$ cat src/rtl/serial_ripple_subtractor.sv
// Bit-serial subtractor: one full-subtractor cell reused over DATA_WIDTH cycles, LSB first.
// Optional macro SUB_SIGNED_OVF_EN adds a two's-complement overflow flag output (ovf).
module serial_ripple_subtractor #(
    parameter int DATA_WIDTH = 8
) (
    input  logic                  clk,
    input  logic                  reset,
    input  logic                  in_valid,
    output logic                  in_ready,
    input  logic [DATA_WIDTH-1:0] a,
    input  logic [DATA_WIDTH-1:0] b,
    output logic                  out_valid,
    input  logic                  out_ready,
    output logic [DATA_WIDTH:0]   diff,
    output logic                  busy
`ifdef SUB_SIGNED_OVF_EN
    ,
    output logic                  ovf
`endif
);

    localparam int W  = DATA_WIDTH;
    localparam int CW = $clog2(DATA_WIDTH);
    localparam logic [CW-1:0] CNT_LAST = CW'(DATA_WIDTH - 1);

    typedef enum logic [1:0] {
        ST_IDLE = 2'd0,
        ST_BUSY = 2'd1,
        ST_DONE = 2'd2
    } state_t;

    state_t        state_q;
    logic [W-1:0]  a_q;
    logic [W-1:0]  b_q;
    logic [W-1:0]  res_q;
    logic          br_q;
    logic [CW-1:0] cnt_q;
    logic          xfer_q;
    logic [W:0]    diff_q;
    logic          in_ready_q;
    logic          out_valid_q;
    logic          busy_q;
    logic          diff_bit_d;
    logic          br_d;
`ifdef SUB_SIGNED_OVF_EN
    logic          a_sign_q;
    logic          b_sign_q;
    logic          ovf_q;
`endif

    // Full-subtractor cell on the current LSBs of the operand shift registers
    always_comb begin
        diff_bit_d = a_q[0] ^ b_q[0] ^ br_q;
        br_d       = (~a_q[0] & b_q[0]) | (~(a_q[0] ^ b_q[0]) & br_q);
    end

    // Control FSM and datapath; xfer_q marks the extra BUSY edge that moves the result out
    always_ff @(posedge clk) begin
        if (reset) begin
            state_q     <= ST_IDLE;
            a_q         <= {W{1'b0}};
            b_q         <= {W{1'b0}};
            res_q       <= {W{1'b0}};
            br_q        <= 1'b0;
            cnt_q       <= {CW{1'b0}};
            xfer_q      <= 1'b0;
            diff_q      <= {(W+1){1'b0}};
            in_ready_q  <= 1'b1;
            out_valid_q <= 1'b0;
            busy_q      <= 1'b0;
`ifdef SUB_SIGNED_OVF_EN
            a_sign_q    <= 1'b0;
            b_sign_q    <= 1'b0;
            ovf_q       <= 1'b0;
`endif
        end else begin
            case (state_q)
                ST_IDLE: begin
                    if (in_valid && in_ready_q) begin
                        a_q        <= a;
                        b_q        <= b;
                        br_q       <= 1'b0;
                        cnt_q      <= {CW{1'b0}};
                        xfer_q     <= 1'b0;
                        in_ready_q <= 1'b0;
                        busy_q     <= 1'b1;
                        state_q    <= ST_BUSY;
`ifdef SUB_SIGNED_OVF_EN
                        a_sign_q   <= a[W-1];
                        b_sign_q   <= b[W-1];
`endif
                    end else begin
                        state_q <= ST_IDLE;
                    end
                end
                ST_BUSY: begin
                    if (xfer_q) begin
                        diff_q      <= {br_q, res_q};
                        out_valid_q <= 1'b1;
                        busy_q      <= 1'b0;
                        cnt_q       <= {CW{1'b0}};
                        xfer_q      <= 1'b0;
                        state_q     <= ST_DONE;
`ifdef SUB_SIGNED_OVF_EN
                        ovf_q       <= (a_sign_q != b_sign_q) && (res_q[W-1] != a_sign_q);
`endif
                    end else begin
                        a_q   <= {1'b0, a_q[W-1:1]};
                        b_q   <= {1'b0, b_q[W-1:1]};
                        res_q <= {diff_bit_d, res_q[W-1:1]};
                        br_q  <= br_d;
                        if (cnt_q == CNT_LAST) begin
                            xfer_q <= 1'b1;
                        end else begin
                            cnt_q <= cnt_q + CW'(1);
                        end
                    end
                end
                ST_DONE: begin
                    if (out_ready) begin
                        out_valid_q <= 1'b0;
                        in_ready_q  <= 1'b1;
                        state_q     <= ST_IDLE;
                    end else begin
                        state_q <= ST_DONE;
                    end
                end
                default: begin
                    out_valid_q <= 1'b0;
                    in_ready_q  <= 1'b1;
                    busy_q      <= 1'b0;
                    xfer_q      <= 1'b0;
                    cnt_q       <= {CW{1'b0}};
                    state_q     <= ST_IDLE;
                end
            endcase
        end
    end

    assign in_ready  = in_ready_q;
    assign out_valid = out_valid_q;
    assign busy      = busy_q;
    assign diff      = diff_q;
`ifdef SUB_SIGNED_OVF_EN
    assign ovf       = ovf_q;
`endif

endmodule

$ cat config.mk
export PLATFORM = sky130hd
export DESIGN_NAME = serial_ripple_subtractor
export DESIGN_NICKNAME = d
export VERILOG_FILES = /design/src/rtl/serial_ripple_subtractor.sv
export SDC_FILE = /design/constraint.sdc
export NUM_CORES = 1
export LEC_CHECK = 0
export ABC_AREA = 1
export CAP_MARGIN = 20
export CORE_MARGIN = 1.5
export CORE_UTILIZATION = 50
export DETAILED_ROUTE_END_ITERATION = 10
export GPL_ROUTABILITY_DRIVEN = 0
export PLACE_DENSITY = 0.76
export SETUP_SLACK_MARGIN = 0.02
export SLEW_MARGIN = 20
export SYNTH_ARGS = -nofsm -noshare
export SYNTH_HDL_FRONTEND = slang
export SYNTH_SLANG_ARGS = --single-unit
$ cat constraint.sdc
create_clock -name clk -period 2 [get_ports clk]
set_clock_uncertainty 0.1 [all_clocks]
set_input_delay 0.6 -clock clk [delete_from_list [all_inputs] [get_ports clk]]
set_output_delay 0.6 -clock clk [all_outputs]
set_load 0.05 [all_outputs]
==> results of run 1 <==
-- cells in the final DEF (no fill, tap or decap), types with 2 or more instances in the layout --
cell and instances:
sky130_fd_sc_hd__inv_2 2, sky130_fd_sc_hd__clkbuf_8 7, sky130_fd_sc_hd__nand2_1 70, sky130_fd_sc_hd__nor2_1 55, sky130_fd_sc_hd__clkdlybuf4s50_1 19, sky130_fd_sc_hd__o21ai_1 2
sky130_fd_sc_hd__nand2_2 4, sky130_fd_sc_hd__buf_4 17, sky130_fd_sc_hd__nand3_1 11, sky130_fd_sc_hd__buf_12 2, sky130_fd_sc_hd__dfxtp_1 43, sky130_fd_sc_hd__a21oi_1 14
sky130_fd_sc_hd__o21ai_0 24, sky130_fd_sc_hd__nor2_2 10, sky130_fd_sc_hd__inv_1 12, sky130_fd_sc_hd__ha_1 2
-- where the power goes --
| part | switching, uW | internal [uW] |
|---|---|---|
| sequential | 101 | 1010 |
| clock | 306 | 314 |
| combinational | 452 | 272 |
| total | 859 | 1590 |
-- layout make-up --
class,instances,area (um^2),share of cell area [%]
multi-input cells,200,927,39.1
repair buffers,38,358,15.1
clock inverters,1,7.51,0.316
well taps,48,60.1,2.53
inverters,15,63.8,2.69
flip-flops and latches,43,861,36.3
clock buffers,7,96.3,4.06
-- per-layer routing --
metal / share of wire [%] / GRT usage (%) / wire [um] / vias to the layer above
met5: 0 / 0 / 0 / -
met4: 2.6 / 12.5 / 100 / 0
met1: 48 / 24.1 / 1830 / 731
met3: 3.6 / 4.45 / 137 / 7
li1: - / - / - / 913
met2: 46 / 31.5 / 1730 / 29
-- through the flow --
stage	power, uW	setup slack, ns	instance area, um^2
after floorplan	1700	0.397	1950
after global placement	1830	0.0889	2270
after detailed placement	1850	0.0555	2270
after CTS	2470	0.369	2370
after global routing	2620	0.302	2370
final	2450	0.364	2370
-- cell families (layout without fill, tap and decap cells) --
logic type,Yosys count,in the layout,synth area share [%]
simple gates,155,155,34.3
flops,43,43,44.2
compound gates,42,42,11.1
buf+inv,28,61,8.16
fa+ha+maj,3,3,2.31
-- worst reg2reg max path: stages, from the launching register on --
cell	delay, ns
sky130_fd_sc_hd__dfxtp_1	0.45
sky130_fd_sc_hd__inv_2	0.09
sky130_fd_sc_hd__nor2_4	0.25
sky130_fd_sc_hd__nand2_4	0.17
sky130_fd_sc_hd__nand2_8	0.17
sky130_fd_sc_hd__inv_8	0.09
sky130_fd_sc_hd__nor2_1	0.11
sky130_fd_sc_hd__nor2_1	0.05
-- registers in the layout, indices dropped and copies added, names as in the netlist --
signal / cells
a_q: 8
br_q: 1
busy: 1
xfer_q: 1
out_valid: 1
in_ready: 1
cnt_q: 3
res_q: 8
state_q: 2
b_q: 8
diff: 9
-- path summary, 6_finish.rpt --
| kind | to | cells after the start |
|---|---|---|
| setup reg to reg | b_q[1]$_SDFFE_PP0P_ | 7 |
| setup / recovery | cnt_q[1]$_SDFFE_PP0P_ | 7 |
| hold reg to reg | diff[5]$_SDFFE_PP0P_ | 2 |
| hold / removal | diff[5]$_SDFFE_PP0P_ | 2 |
==> impl_metrics.yaml, run 1 <==
critical_path:
  crit_path_top_delay_cell: "sky130_fd_sc_hd__clkdlybuf4s50_1"
  maximum_net_fanout_on_the_critical_path: 5
  ff2ff_setup_slack_ns: 0.43
  critPathTopFamily: "buffers and inverters"
  cp.arrival_ns: 1.74
  crit_required_ns: 2.10
  critPathKind: "in2reg"
  worstPathCellList: "clkdlybuf4s50_1 -> nand2_1 -> o21bai_1 -> buf_4 -> nand3_1 -> nand2_1 -> nor2_1"
  cp-end-kind: "flop"
  start_kind: "input pin"
  worst_path_most_repeated_cell: "sky130_fd_sc_hd__nand2_1"
  setup_crit_start: "in_valid"
  r2r-start: "state_q[0]$_SDFFE_PP0N_"
  cpPeakStageDelay_ns: 0.46
  worstPathBufferInverterCount: 2
finish:
  finished_core_util_pct: 64.3
  area_growth_from_synthesis_to_layout_pct: 21.9
  number_of_diodes_added_for_antenna_fixing: 0
  nFillCells: 355
  layout_cell_share_with_drive_strength_beyond_1_pct: 15.5
  layoutNonFillerInstCount: 352
  finish.net_count: 326
timing:
  report.final.setup_viol: 0
  post-route-period-util_pct: 81.8
  fmax_mhz: 611
  timing.setup.tns_ns: 0
  unrepaired_setup_endpoints_after_global_routing: "no"
  max_slew_margin_pct: 76.0
  timing.final.max_slew_violations: 0
  hold-worst-slack_ns: 0.362
  max_slew.worst_pin.slew_ns: 0.359
  period_minus_slack_ns: 1.64
  finalHoldViolCount: 0
yosys:
  synth_area_per_cell_um2: 7.18
  synth_edf_count: 0
  yosysMostFrequentCell: "sky130_fd_sc_hd__nand2_1"
  post_synth_main_area_contributors: "sky130_fd_sc_hd__dfxtp_1 (44%), sky130_fd_sc_hd__nand2_1 (13%), sky130_fd_sc_hd__nor2_1 (11%)"
  asyncSetResetFlopFracSynth_pct: 0
  ys_types: 26
  synth_warnings: 0
  syn-instance-count: 271
  post-synth-top-area-cell: "sky130_fd_sc_hd__dfxtp_1"
  postSynthNetCount: 294
  synth_top_area_share_pct: 44.2
  netlist_area_um2: 1950
  yosysSeqAreaShare_pct: 44.2
  synth_top_cells_by_count: "sky130_fd_sc_hd__nand2_1 (70), sky130_fd_sc_hd__nor2_1 (55), sky130_fd_sc_hd__dfxtp_1 (43)"
  ys_seq_elements: 43
  synth_flop_cell: "sky130_fd_sc_hd__dfxtp_1"
cts:
  clockBufferDepth: 2
  clkLatencyLatePin_ns: 0.31
  clk_pin_slew_worst_paths_ns: 0.08
  cts_inserted_buffers: 5
  cts_post_setup_buffers_inserted: 0
  ctsHoldBuffers: 0
  cts.root.buffer_cell: "sky130_fd_sc_hd__clkbuf_8"
  htree_num_levels: 2
  clock_sinks: 43
  cts_tree: "yes"
  post_cts.resized_instances: 0
run_status:
  status: "finished clean"
global_routing:
  antenna_violations_before_repair: 0
  grtUsageTotal_pct: 19.8
  overflow: 0
  grt_pass1_wl_um: 6450
  number_of_global_route_vias_before_repair: 1500
  grt_start_max_net_pins: 32
routing:
  drt-vias-per-instance: 4.77
  dr_total_vias: 1680
  detailedRoute.firstIterationViolations: 85
  drt_pass1_iterations: 4
  post-route-drc-count: 0
  antenna_violating_nets_post_route: 0
  route.final.wire_length_um: 3800
  post_drt_wl_per_cell_um: 10.8
placed_design:
  detailed_place_hpwl_um: 2480
  io_buf_count: 31
  place.detailed.instances: 344
power_and_ir_drop:
  power_density_nw_per_um2: 1030
  cellLeakagePower_uw: 0.00109
  power.ir.vdd_worst_mv: 0.506
die:
  die_width_um: 65.4
  chipHeight_um: 65.4
  design.core.area_um2: 3690
  floorplan_die_area_um2: 4280
  starting_density_pct: 52.8
  floorplan.rows: 22
  ios: 32
job:
  drv.max_cap_violation_count: 0
hold_path:
  min_from: "diff[5]$_SDFFE_PP0P_"
  timing.hold.worst.class: "reg2reg"
(Power assumes the default switching activity.)
==> inputs of run 2 (changes only) <==
CORE_UTILIZATION = 47   (was 50)
PLACE_DENSITY = 0.75   (was 0.76)
clock period = 1.5 ns   (was 2 ns; I/O delays follow)
==> impl_metrics.yaml, run 2 (synthesized netlist as in run 1, its figures left out) <==
run_status:
  status: "finished clean"
power_and_ir_drop:
  p_sw_share_pct: 37.0
  power.ir.vdd_worst_mv: 0.603
  power.share.combinational_pct: 34.3
  power_density_nw_per_um2: 1300
  sequentialPowerShare_pct: 43.4
  clkPwrFrac_pct: 22.3
  internal_pwr_total_uw: 2150
  cellLeakagePower_uw: 0.00117
  p_sw_uw: 1260
  total_power_uw: 3420
timing:
  period_minus_slack_ns: 1.46
  timing.final.max_slew_violations: 0
  fmax_mhz: 683
  post-route-period-util_pct: 97.6
  max_slew_margin_pct: 75.7
  max_slew.worst_pin.slew_ns: 0.364
  timing.setup.tns_ns: 0
  finalHoldViolCount: 0
  hold-worst-slack_ns: 0.394
  unrepaired_setup_endpoints_after_global_routing: "yes"
  report.final.setup_viol: 0
die:
  starting_density_pct: 48.7
  design.core.area_um2: 4000
  floorplan.rows: 23
  die_width_um: 67.4
  ios: 32
  floorplan_die_area_um2: 4540
  chipHeight_um: 67.4
finish:
  nFillCells: 339
  final_cell_mix: "sky130_fd_sc_hd__nand2_1 (69), sky130_fd_sc_hd__nor2_1 (52), sky130_fd_sc_hd__dfxtp_1 (40), sky130_fd_sc_hd__o21ai_0 (24), sky130_fd_sc_hd__clkdlybuf4s50_1 (19)"
  largest_register_ff_count: 9
  number_of_diodes_added_for_antenna_fixing: 0
  layout_cell_share_with_drive_strength_beyond_1_pct: 20.0
  final_common_cell: "sky130_fd_sc_hd__nand2_1"
  finish.net_count: 332
  area_growth_from_synthesis_to_layout_pct: 34.6
critical_path:
  start_kind: "input pin"
  crit_required_ns: 1.59
  cp-end-kind: "flop"
  cpPeakStageDelay_ns: 0.48
  ff2ff_path_depth: 6
  crit_path_top_delay_cell: "sky130_fd_sc_hd__clkdlybuf4s50_1"
  maximum_net_fanout_on_the_critical_path: 18
  worstPathCellList: "clkdlybuf4s50_1 -> nand2_2 -> inv_2 -> nand2_4 -> nand2_8 -> clkinv_8 -> nor2_1 -> nor2_1"
  critPathKind: "in2reg"
  cp.arrival_ns: 1.56
  worst_path_most_repeated_cell: "sky130_fd_sc_hd__nor2_1"
routing:
  drt-vias-per-instance: 4.86
  post-route-drc-count: 0
  dr_total_vias: 1751
  antenna_violating_nets_post_route: 0
  detailedRoute.firstIterationViolations: 116
  route.final.wire_length_um: 4150
  drt_pass1_iterations: 4
  post_drt_wl_per_cell_um: 11.5
global_routing:
  grt_start_max_net_pins: 32
  number_of_global_route_vias_before_repair: 1466
  grt_pass1_wl_um: 6490
  overflow: 0
  antenna_violations_before_repair: 0
  grtUsageTotal_pct: 19.1
job:
  drv.max_cap_violation_count: 0
cts:
  clock_sinks: 43
  clk_pin_slew_worst_paths_ns: 0.08
  ctsHoldBuffers: 0
  cts.root.buffer_cell: "sky130_fd_sc_hd__clkbuf_8"
  cts_inserted_buffers: 5
  htree_num_levels: 2
  clockBufferDepth: 2
  clkLatencyLatePin_ns: 0.31
  cts_tree: "yes"
hold_path:
  timing.hold.worst.class: "reg2reg"
  holdPathStages: 2
placed_design:
  detailed_place_hpwl_um: 2530
  io_buf_count: 31
## run 2: cell count changes in the layout (fill, tap and decap cells not counted), moves of 2 or more
cell                       before  now
sky130_fd_sc_hd__buf_12         2   15
sky130_fd_sc_hd__buf_4         17    8
sky130_fd_sc_hd__clkbuf_8       7    5
sky130_fd_sc_hd__dfxtp_1       43   40
sky130_fd_sc_hd__dfxtp_2        0    3
sky130_fd_sc_hd__nand2_4        1    4
sky130_fd_sc_hd__nor2_1        55   52
sky130_fd_sc_hd__nor2_2        10   13
## run 2: worst max-delay path, delay by kind of cell
family                 cells  cell delay, ns
AND/OR/NAND/NOR            5            0.44
buffers and inverters      3            0.66
## run 2: what timing repair did
action,CTS,global route
endpoints found under the hold margin,0,0
resized for setup,1,11
pin swaps,1,3
endpoints found under the setup margin,3,22
cloned,0,2
setup buffers,0,2
## run 2: final timing paths
kind	endpoint	start	slack, ns
worst max register to register	b_q[7]$_SDFFE_PP0P_	state_q[1]$_SDFFE_PP0N_	0.05
worst min-delay path	cnt_q[0]$_SDFFE_PP0P_	cnt_q[0]$_SDFFE_PP0P_	0.39
worst max-delay path	b_q[7]$_SDFFE_PP0P_	in_valid	0.04
worst min register to register	cnt_q[0]$_SDFFE_PP0P_	cnt_q[0]$_SDFFE_PP0P_	0.39
## run 2: metrics by stage
stage / std cells / setup slack [ns] / area (um^2) / util (%)
5_1_grt: 360 / -0.0181 / 2620 / 65.5
6_report: 360 / 0.0359 / 2620 / 65.5
3_3_place_gp: 348 / -0.274 / 2440 / 61.0
2_1_floorplan: 271 / 0.0842 / 1950 / -
4_1_cts: 356 / 0.0360 / 2530 / 63.3
3_5_place_dp: 348 / -0.264 / 2440 / 61.0
## run 2: power by group through the flow
| stage | clock network (uW) | logic, uW | registers (uW) |
|---|---|---|---|
| detailed placement | 0 | 1040 | 1500 |
| CTS | 771 | 1050 | 1480 |
| global placement | 0 | 1020 | 1500 |
| global route | 836 | 1310 | 1510 |
| finish | 762 | 1170 | 1480 |
| floorplan | 0 | 742 | 1520 |
## run 2: metal layers
metal	GRT usage [%]	up-vias	routed length, um	part of all wire, %
met5	0	-	0	0
met4	6.89	0	84	2.0
met3	5.00	8	154	3.7
met2	31.2	39	1920	46
met1	24.2	776	1990	48
li1	-	928	-	-
## run 2: area by class of cell
type / instances / area [um^2] / area share [%]
clock buffers: 5 / 68.8 / 2.63
clock inverters: 3 / 23.8 / 0.907
inverters: 15 / 68.8 / 2.63
multi-input cells: 202 / 982 / 37.5
flip-flops and latches: 43 / 865 / 33.0
well taps: 50 / 62.6 / 2.39
repair buffers: 42 / 551 / 21.0
